## config.mk

```make
export PLATFORM = sky130hd
export DESIGN_NAME = ppa_pipe_adder_flat
export DESIGN_NICKNAME = d
export VERILOG_FILES = /design/src/rtl/ppa_pipe_adder_if.sv /design/src/rtl/ppa_pipe_adder.sv /design/src/flat_wrapper.sv
export SDC_FILE = /design/constraint.sdc
export NUM_CORES = 1
export LEC_CHECK = 0
export ABC_AREA = 1
export CAP_MARGIN = 20
export CORE_UTILIZATION = 56
export CTS_CLUSTER_SIZE = 16
export DETAILED_ROUTE_END_ITERATION = 16
export GPL_ROUTABILITY_DRIVEN = 0
export PLACE_DENSITY_LB_ADDON = 0.15
export REMOVE_ABC_BUFFERS = 1
export SYNTH_ARGS = -nofsm -noshare
export SYNTH_HDL_FRONTEND = slang
export SYNTH_SLANG_ARGS = --single-unit
```

## constraint.sdc

```tcl
create_clock -name clk -period 5.35 [get_ports clk]
set_input_delay 1.3375 -clock clk [delete_from_list [all_inputs] [get_ports clk]]
set_output_delay 1.3375 -clock clk [all_outputs]
set_load 0.03 [all_outputs]
```

## src/rtl/ppa_pipe_adder_if.sv

```systemverilog
// Operand/result handshake bundle for ppa_pipe_adder.
// With PPA_OVF_EN defined, the bundle also carries the signed-overflow flag.
interface ppa_pipe_adder_if #(
   parameter int WIDTH = 16,
   parameter int TAG_W = 4
);
   logic             in_valid;
   logic             in_ready;
   logic [WIDTH-1:0] a;
   logic [WIDTH-1:0] b;
   logic             cin;
   logic [TAG_W-1:0] in_tag;
   logic             out_valid;
   logic             out_ready;
   logic [WIDTH-1:0] sum;
   logic             cout;
   logic [TAG_W-1:0] out_tag;
`ifdef PPA_OVF_EN
   logic             ovf;
`endif

   modport slave (
      input  in_valid, a, b, cin, in_tag, out_ready,
`ifdef PPA_OVF_EN
      output ovf,
`endif
      output in_ready, out_valid, sum, cout, out_tag
   );

   modport master (
      output in_valid, a, b, cin, in_tag, out_ready,
`ifdef PPA_OVF_EN
      input  ovf,
`endif
      input  in_ready, out_valid, sum, cout, out_tag
   );
endinterface

```

## src/rtl/ppa_pipe_adder.sv

```systemverilog
// Pipelined Kogge-Stone adder with valid/ready handshake and sideband tag.
// Latency is STAGES cycles; the whole pipe stalls together when the sink
// holds off. The optional overflow output is enabled by defining PPA_OVF_EN.
module ppa_pipe_adder #(
   parameter int WIDTH  = 16,
   parameter int STAGES = 2,
   parameter int TAG_W  = 4
) (
   input logic clk,
   input logic rst,
   ppa_pipe_adder_if.slave bus
);
   localparam int unsigned W      = WIDTH;
   localparam int unsigned NST    = STAGES;
   localparam int unsigned LEVELS = $clog2(WIDTH);

   typedef struct packed {
      logic [WIDTH-1:0] g;
      logic [WIDTH-1:0] p;
   } gp_t;

   typedef struct packed {
      gp_t              gp;
      logic [WIDTH-1:0] p0;
      logic             cin;
`ifdef PPA_OVF_EN
      logic             amsb;
`endif
      logic [TAG_W-1:0] tag;
   } pre_t;

   // Prefix level reached at pipeline boundary i (ceil(i*LEVELS/STAGES)).
   function automatic int unsigned lvl(input int unsigned i);
      return (i * LEVELS + NST - 1) / NST;
   endfunction

   localparam int unsigned LAST_LVL = lvl(NST - 1);

   // Applies Kogge-Stone levels lo+1..hi to a (g,p) vector.
   function automatic gp_t kstep(input gp_t x, input int unsigned lo, input int unsigned hi);
      gp_t         y;
      gp_t         t;
      int unsigned d;
      y = x;
      for (int unsigned l = 1; l <= LEVELS; l++) begin
         if (l > lo && l <= hi) begin
            d = 32'd1 << (l - 1);
            t = y;
            for (int unsigned j = 0; j < W; j++) begin
               if (j >= d) begin
                  t.g[j] = y.g[j] | (y.p[j] & y.g[j-d]);
                  t.p[j] = y.p[j] & y.p[j-d];
               end
            end
            y = t;
         end
      end
      return y;
   endfunction

   function automatic logic [WIDTH-1:0] kgen(input gp_t x, input int unsigned lo, input int unsigned hi);
      gp_t y;
      y = kstep(x, lo, hi);
      return y.g;
   endfunction

   logic             advance;
   logic [NST-1:0]   vld;
   pre_t             fr;
   pre_t             last;
   logic [WIDTH-1:0] carry;
   logic [WIDTH-1:0] sum_n;
   logic             cout_n;
   logic [WIDTH-1:0] sum_r;
   logic             cout_r;
   logic [TAG_W-1:0] tag_r;

   assign advance       = !(vld[NST-1] && !bus.out_ready);
   assign bus.in_ready  = advance;
   assign bus.out_valid = vld[NST-1];
   assign bus.sum       = sum_r;
   assign bus.cout      = cout_r;
   assign bus.out_tag   = tag_r;

   // Bit generate/propagate; cin is folded into bit 0 as a generate so the
   // prefix tree yields carries straight out of the group [j:0].
   always_comb begin
      fr         = '0;
      fr.gp.g    = bus.a & bus.b;
      fr.gp.p    = bus.a ^ bus.b;
      fr.gp.g[0] = fr.gp.g[0] | (fr.gp.p[0] & bus.cin);
      fr.p0      = bus.a ^ bus.b;
      fr.cin     = bus.cin;
`ifdef PPA_OVF_EN
      fr.amsb    = bus.a[W-1];
`endif
      fr.tag     = bus.in_tag;
   end

   // Valid bits shift with the data, bubbles included.
   always_ff @(posedge clk or posedge rst) begin
      if (rst) begin
         vld <= '0;
      end else if (advance) begin
         vld[0] <= bus.in_valid;
         for (int unsigned k = 1; k < NST; k++) vld[k] <= vld[k-1];
      end
   end

   if (STAGES > 1) begin : g_pipe
      pre_t pr   [STAGES-1];
      pre_t pr_n [STAGES-1];

      // Next contents of each prefix register: advance the tree to its boundary.
      always_comb begin
         pr_n       = pr;
         pr_n[0]    = fr;
         pr_n[0].gp = kstep(fr.gp, 0, lvl(1));
         for (int unsigned k = 1; k < NST - 1; k++) begin
            pr_n[k]    = pr[k-1];
            pr_n[k].gp = kstep(pr[k-1].gp, lvl(k), lvl(k + 1));
         end
      end

      // Prefix pipeline registers, held as a whole on stall.
      always_ff @(posedge clk or posedge rst) begin
         if (rst) begin
            for (int unsigned k = 0; k < NST - 1; k++) pr[k] <= '0;
         end else if (advance) begin
            pr <= pr_n;
         end
      end

      assign last = pr[STAGES-2];
   end else begin : g_flat
      assign last = fr;
   end

   // Remaining prefix levels, sum XOR and carry out.
   always_comb begin
      carry  = kgen(last.gp, LAST_LVL, LEVELS);
      sum_n  = last.p0 ^ {carry[W-2:0], last.cin};
      cout_n = carry[W-1];
   end

   // Result registers drive the outputs directly.
   always_ff @(posedge clk or posedge rst) begin
      if (rst) begin
         sum_r  <= '0;
         cout_r <= 1'b0;
         tag_r  <= '0;
      end else if (advance) begin
         sum_r  <= sum_n;
         cout_r <= cout_n;
         tag_r  <= last.tag;
      end
   end

`ifdef PPA_OVF_EN
   logic ovf_r;
   assign bus.ovf = ovf_r;

   // Equal operand signs (p0 msb clear) and a sum sign differing from them.
   always_ff @(posedge clk or posedge rst) begin
      if (rst) begin
         ovf_r <= 1'b0;
      end else if (advance) begin
         ovf_r <= !last.p0[W-1] && (carry[W-2] != last.amsb);
      end
   end
`endif
endmodule
```

## src/flat_wrapper.sv

```systemverilog
// flat-port wrapper written by rule: the top's interface ports become plain ports
module ppa_pipe_adder_flat 
#(
   parameter int WIDTH  = 16,
   parameter int STAGES = 2,
   parameter int TAG_W  = 4
)
  (clk, rst, bus_in_valid, bus_a, bus_b, bus_cin, bus_in_tag, bus_out_ready, bus_in_ready, bus_out_valid, bus_sum, bus_cout, bus_out_tag);
  ppa_pipe_adder_if #(.WIDTH(WIDTH), .TAG_W(TAG_W)) bus_i ();
  input logic clk;
  input logic rst;
  input wire logic [$bits(bus_i.in_valid)-1:0] bus_in_valid;
  input wire logic [$bits(bus_i.a)-1:0] bus_a;
  input wire logic [$bits(bus_i.b)-1:0] bus_b;
  input wire logic [$bits(bus_i.cin)-1:0] bus_cin;
  input wire logic [$bits(bus_i.in_tag)-1:0] bus_in_tag;
  input wire logic [$bits(bus_i.out_ready)-1:0] bus_out_ready;
  output wire logic [$bits(bus_i.in_ready)-1:0] bus_in_ready;
  output wire logic [$bits(bus_i.out_valid)-1:0] bus_out_valid;
  output wire logic [$bits(bus_i.sum)-1:0] bus_sum;
  output wire logic [$bits(bus_i.cout)-1:0] bus_cout;
  output wire logic [$bits(bus_i.out_tag)-1:0] bus_out_tag;
  assign bus_i.in_valid = bus_in_valid;
  assign bus_i.a = bus_a;
  assign bus_i.b = bus_b;
  assign bus_i.cin = bus_cin;
  assign bus_i.in_tag = bus_in_tag;
  assign bus_i.out_ready = bus_out_ready;
  assign bus_in_ready = bus_i.in_ready;
  assign bus_out_valid = bus_i.out_valid;
  assign bus_sum = bus_i.sum;
  assign bus_cout = bus_i.cout;
  assign bus_out_tag = bus_i.out_tag;
  ppa_pipe_adder #(.WIDTH(WIDTH), .STAGES(STAGES), .TAG_W(TAG_W)) u_core (.clk(clk), .rst(rst), .bus(bus_i));
endmodule
```

### Word level (Yosys, flattened, before mapping)

Index checks and enable logic that the tools add are counted.
W data, S select, Z words.

* bits in registers: 76
* word-level logic and storage cells: 152

* bitwise gates (word level): 140
* reductions and logical operators: 3

Operator list (count)
* $and A1 B1 Y1: 87
* $or A1 B1 Y1: 50
* $xor A16 B16 Y16: 2
* $and A16 B16 Y16: 1
* $logic_not A1 Y1: 2
* $logic_and A1 B1 Y1: 1

### Depth between registers and ports, before layout

* depth in word-level cells: 7
* depth in mapped cells: 7
* mapped depth without buffers: 7

### Worst setup path before layout

No wires, ideal clock.

* kind: input to output
* start: input port bus_out_ready
* end: output port bus_in_ready
* data arrival time: 1.809 ns
* required time: 4.013 ns
* path buffers: 2
* setup slack: 2.204 ns
* stages on the path: 4
* path through: inv_1 > nand2_2 > buf_6 > buf_2

* cells in the longest elaborated chain, start to end: 3

Ends and longest elaborated chain
* start, declared: line flat_wrapper.sv:17 `input wire logic [$bits(bus_i.out_ready)-1:0] bus_out_ready;`
* $logic_not A1 Y1: line ppa_pipe_adder.sv:78 `assign advance = !(vld[NST-1] && !bus.out_ready);`
* $logic_and A1 B1 Y1: line ppa_pipe_adder.sv:78
* $logic_not A1 Y1: line ppa_pipe_adder.sv:78
* end, declared: line flat_wrapper.sv:18 `output wire logic [$bits(bus_i.in_ready)-1:0] bus_in_ready;`

No other way between the ends.

### Worst setup path in the final report

Same ends and word-level chain as after synthesis.

==> impl_metrics.ini <==
[status]
run_status = complete, no violations

[layout]
drive_above_1_share_pct = 5.41
instances_no_fill = 556
syn2layout_area_growth_pct = 24.5
post-route-cell-area_mm2 = 0.00434
n_fill_cell = 472
diodes = 0
final_nets = 533
utilization_pct = 72.9

[clock_network]
cts_tree = done
cts.sinks = 72
cts_hold_buf = 0
h-tree-depth = 3
cts_root_buffer = clkbuf_8
cts.path.max_buffers = 2
clk-insertion-delay-late_ns = 0.35
path_clk_slew_ns = 0.06
ctsResizeCount = 0
cts_buffers = 9
cts_setup_buffers = 0

[critical_path]
end_kind = output port
cp.required_ns = 4.01
cpMaxStageDelayCell = clkdlybuf4s50_1
cp.arrival_ns = 2.55
r2r_cells = 4
r2r_setup_slack_ns = 3.17
cp-start-kind = primary input
reg2reg_to = u_core.g_pipe.pr[28]
critPathKind = primary input to output port
crit_top_cell = clkdlybuf4s50_1
reg2reg_from = u_core.vld[1]
slowest_delay_ns = 0.67
crit_fanout = 2
crit_chain = clkdlybuf4s50_1, inv_1, nand2_2, clkdlybuf4s50_1

[floorplan]
placementRows = 28
chipWidth_um = 80.9
core_area_mm2 = 0.00596
start_util_pct = 58.6
fp.dieArea_mm2 = 0.00655
ios = 64
die_h_um = 80.9

[yosys]
synth_area_leaders = dfrtp_1 (52%), nand2_1 (18%), ha_1 (5.7%), o21ai_0 (4.3%), inv_1 (3.9%)
post-synth-top-count-cell = nand2_1
ys_ff_latch = 72
syn_inst = 414
yosys.area.top_type = dfrtp_1
synth_warnings = 0
synth_edf_count = 0
synthArstFlopShare_pct = 100
ys_types = 27
syn-cell-area_mm2 = 0.00349
ys_seq_area_share_pct = 51.7
synth_top_area_share_pct = 51.7
netlist_top_cells_count = nand2_1 (164), dfrtp_1 (72), inv_1 (36)
avgSynthCellArea_um2 = 8.42
synthFlopType = dfrtp_1

[pwr]
power_mw = 1.59
power_switching_mw = 0.542
pwr-share-clk_pct = 25.4
p_comb_share_pct = 30.3
power_density_mw_per_mm2 = 366
cellLeakagePower_nw = 2.14
p_sw_share_pct = 34.1
vdd_drop_max_mv = 0.254
intPower_mw = 1.05
pwr-share-seq_pct = 44.3

[grt]
gr-total-overflow = 0
antenna_found_initial = 0
grt_max_degree = 74
grt_usage_pct = 25.9
grt_pass1_vias = 2784
grt_pass1_wl_um = 12600

[sta]
rsz0062_at_grt = no
tightest_slew_ns = 1.08
fin_tns_setup_ns = 0
finalCriticalPeriod_ns = 3.89
max_slew_margin_pct = 28.0
period_share_pct = 72.7
clock.fmax_mhz = 257
hold_viol = 0
timing.final.ws_setup_ns = 1.46
setup_viol = 0
clock_skew_ns = 0.0114
hold_ws_ns = 0.453
maxSlewViolCount = 0

[placed_design]
placedCellCount = 539
place_area_mm2 = 0.00414
hpwl_um = 5100
numPortBuffers = 63
pre_cts_ws_ns = 1.45

[route]
route.detailed.drc = 0
detail_route.iter0.violations = 156
avgRoutedWirePerCell_um = 13.9
drt-pass1-iter-count = 5
totalWireLength_um = 7740
vias_per_cell = 5.36
ant_nets = 0
vias = 2978

[hold_path]
hold_start = u_core.vld[0]
whs_endpoint = u_core.vld[1]
hold_depth = 2
min_path_type = flop to flop

[run]
maxCapViolations = 0
-- metal layers --
metal,share of wire (%),global-route usage [%],vias to the layer above
li1,-,-,1451
met1,43,32.4,1424
met2,49,42.4,79
met3,4.4,5.28,24
met4,2.8,13.8,0
met5,0,0,-
-- cells in the final DEF (no fill, tap or decap), types with 3 or more instances in the layout --
master / instances
inv_1: 35
xor2_1: 3
xnor2_1: 5
o21ai_1: 8
nand2_1: 164
nand4_1: 4
nand3_1: 22
ha_1: 16
clkdlybuf4s50_1: 63
o21ai_0: 30
nor2_1: 5
o211ai_1: 5
dfrtp_1: 72
clkbuf_8: 12
a21oi_1: 14
nand3_2: 3
o21bai_1: 3
-- logic make-up after synthesis --
kind of cell    synth area share [%]
simple gates                    23.3
fa+ha+maj                       5.74
buf+inv                         6.57
flops                           51.7
compound gates                  10.7
xor+xnor                        2.01
-- worst max path at each step --
stage	start	depth (start not counted)	slack (ns)	endpoint
after floorplan	bus_out_ready	2	1.91	bus_in_ready
after global placement	bus_out_ready	4	1.45	bus_in_ready
after detailed placement	bus_out_ready	4	1.45	bus_in_ready
after CTS	bus_out_ready	4	1.45	bus_in_ready
after global routing	bus_out_ready	4	1.40	bus_in_ready
final	bus_out_ready	4	1.46	bus_in_ready
-- area by class of cell --
class	instances	area [um2]	area share (%)
Tap cell	75	93.8	2.16
Timing Repair Buffer	66	666	15.3
Clock buffer	14	173	3.98
Clock inverter	2	12.5	0.288
Sequential cell	72	1800	41.5
Multi-Input combinational cell	290	1460	33.5
Inverter	37	139	3.20
-- worst max-delay path: cells and delay by family --
kind | cells | cell delay [ns]
buf+inv | 3 | 1.16
simple gates | 1 | 0.06
-- power by group through the flow --
stage	sequential, mW	combinational (mW)	clock, mW
floorplan	0.798	0.199	0
global placement	0.708	0.467	0
detailed placement	0.712	0.476	0
CTS	0.703	0.481	0.408
global route	0.714	0.531	0.427
finish	0.703	0.481	0.404
-- flip-flops by register name, indices dropped and copies added, names as in the netlist --
signal	flops
u_core.carry	4
u_core.bus.out_tag	4
u_core.vld	2
u_core.bus.sum	16
u_core.g_pipe.pr	45
u_core.bus.cout	1
Power figures use the tool's default switching activity.
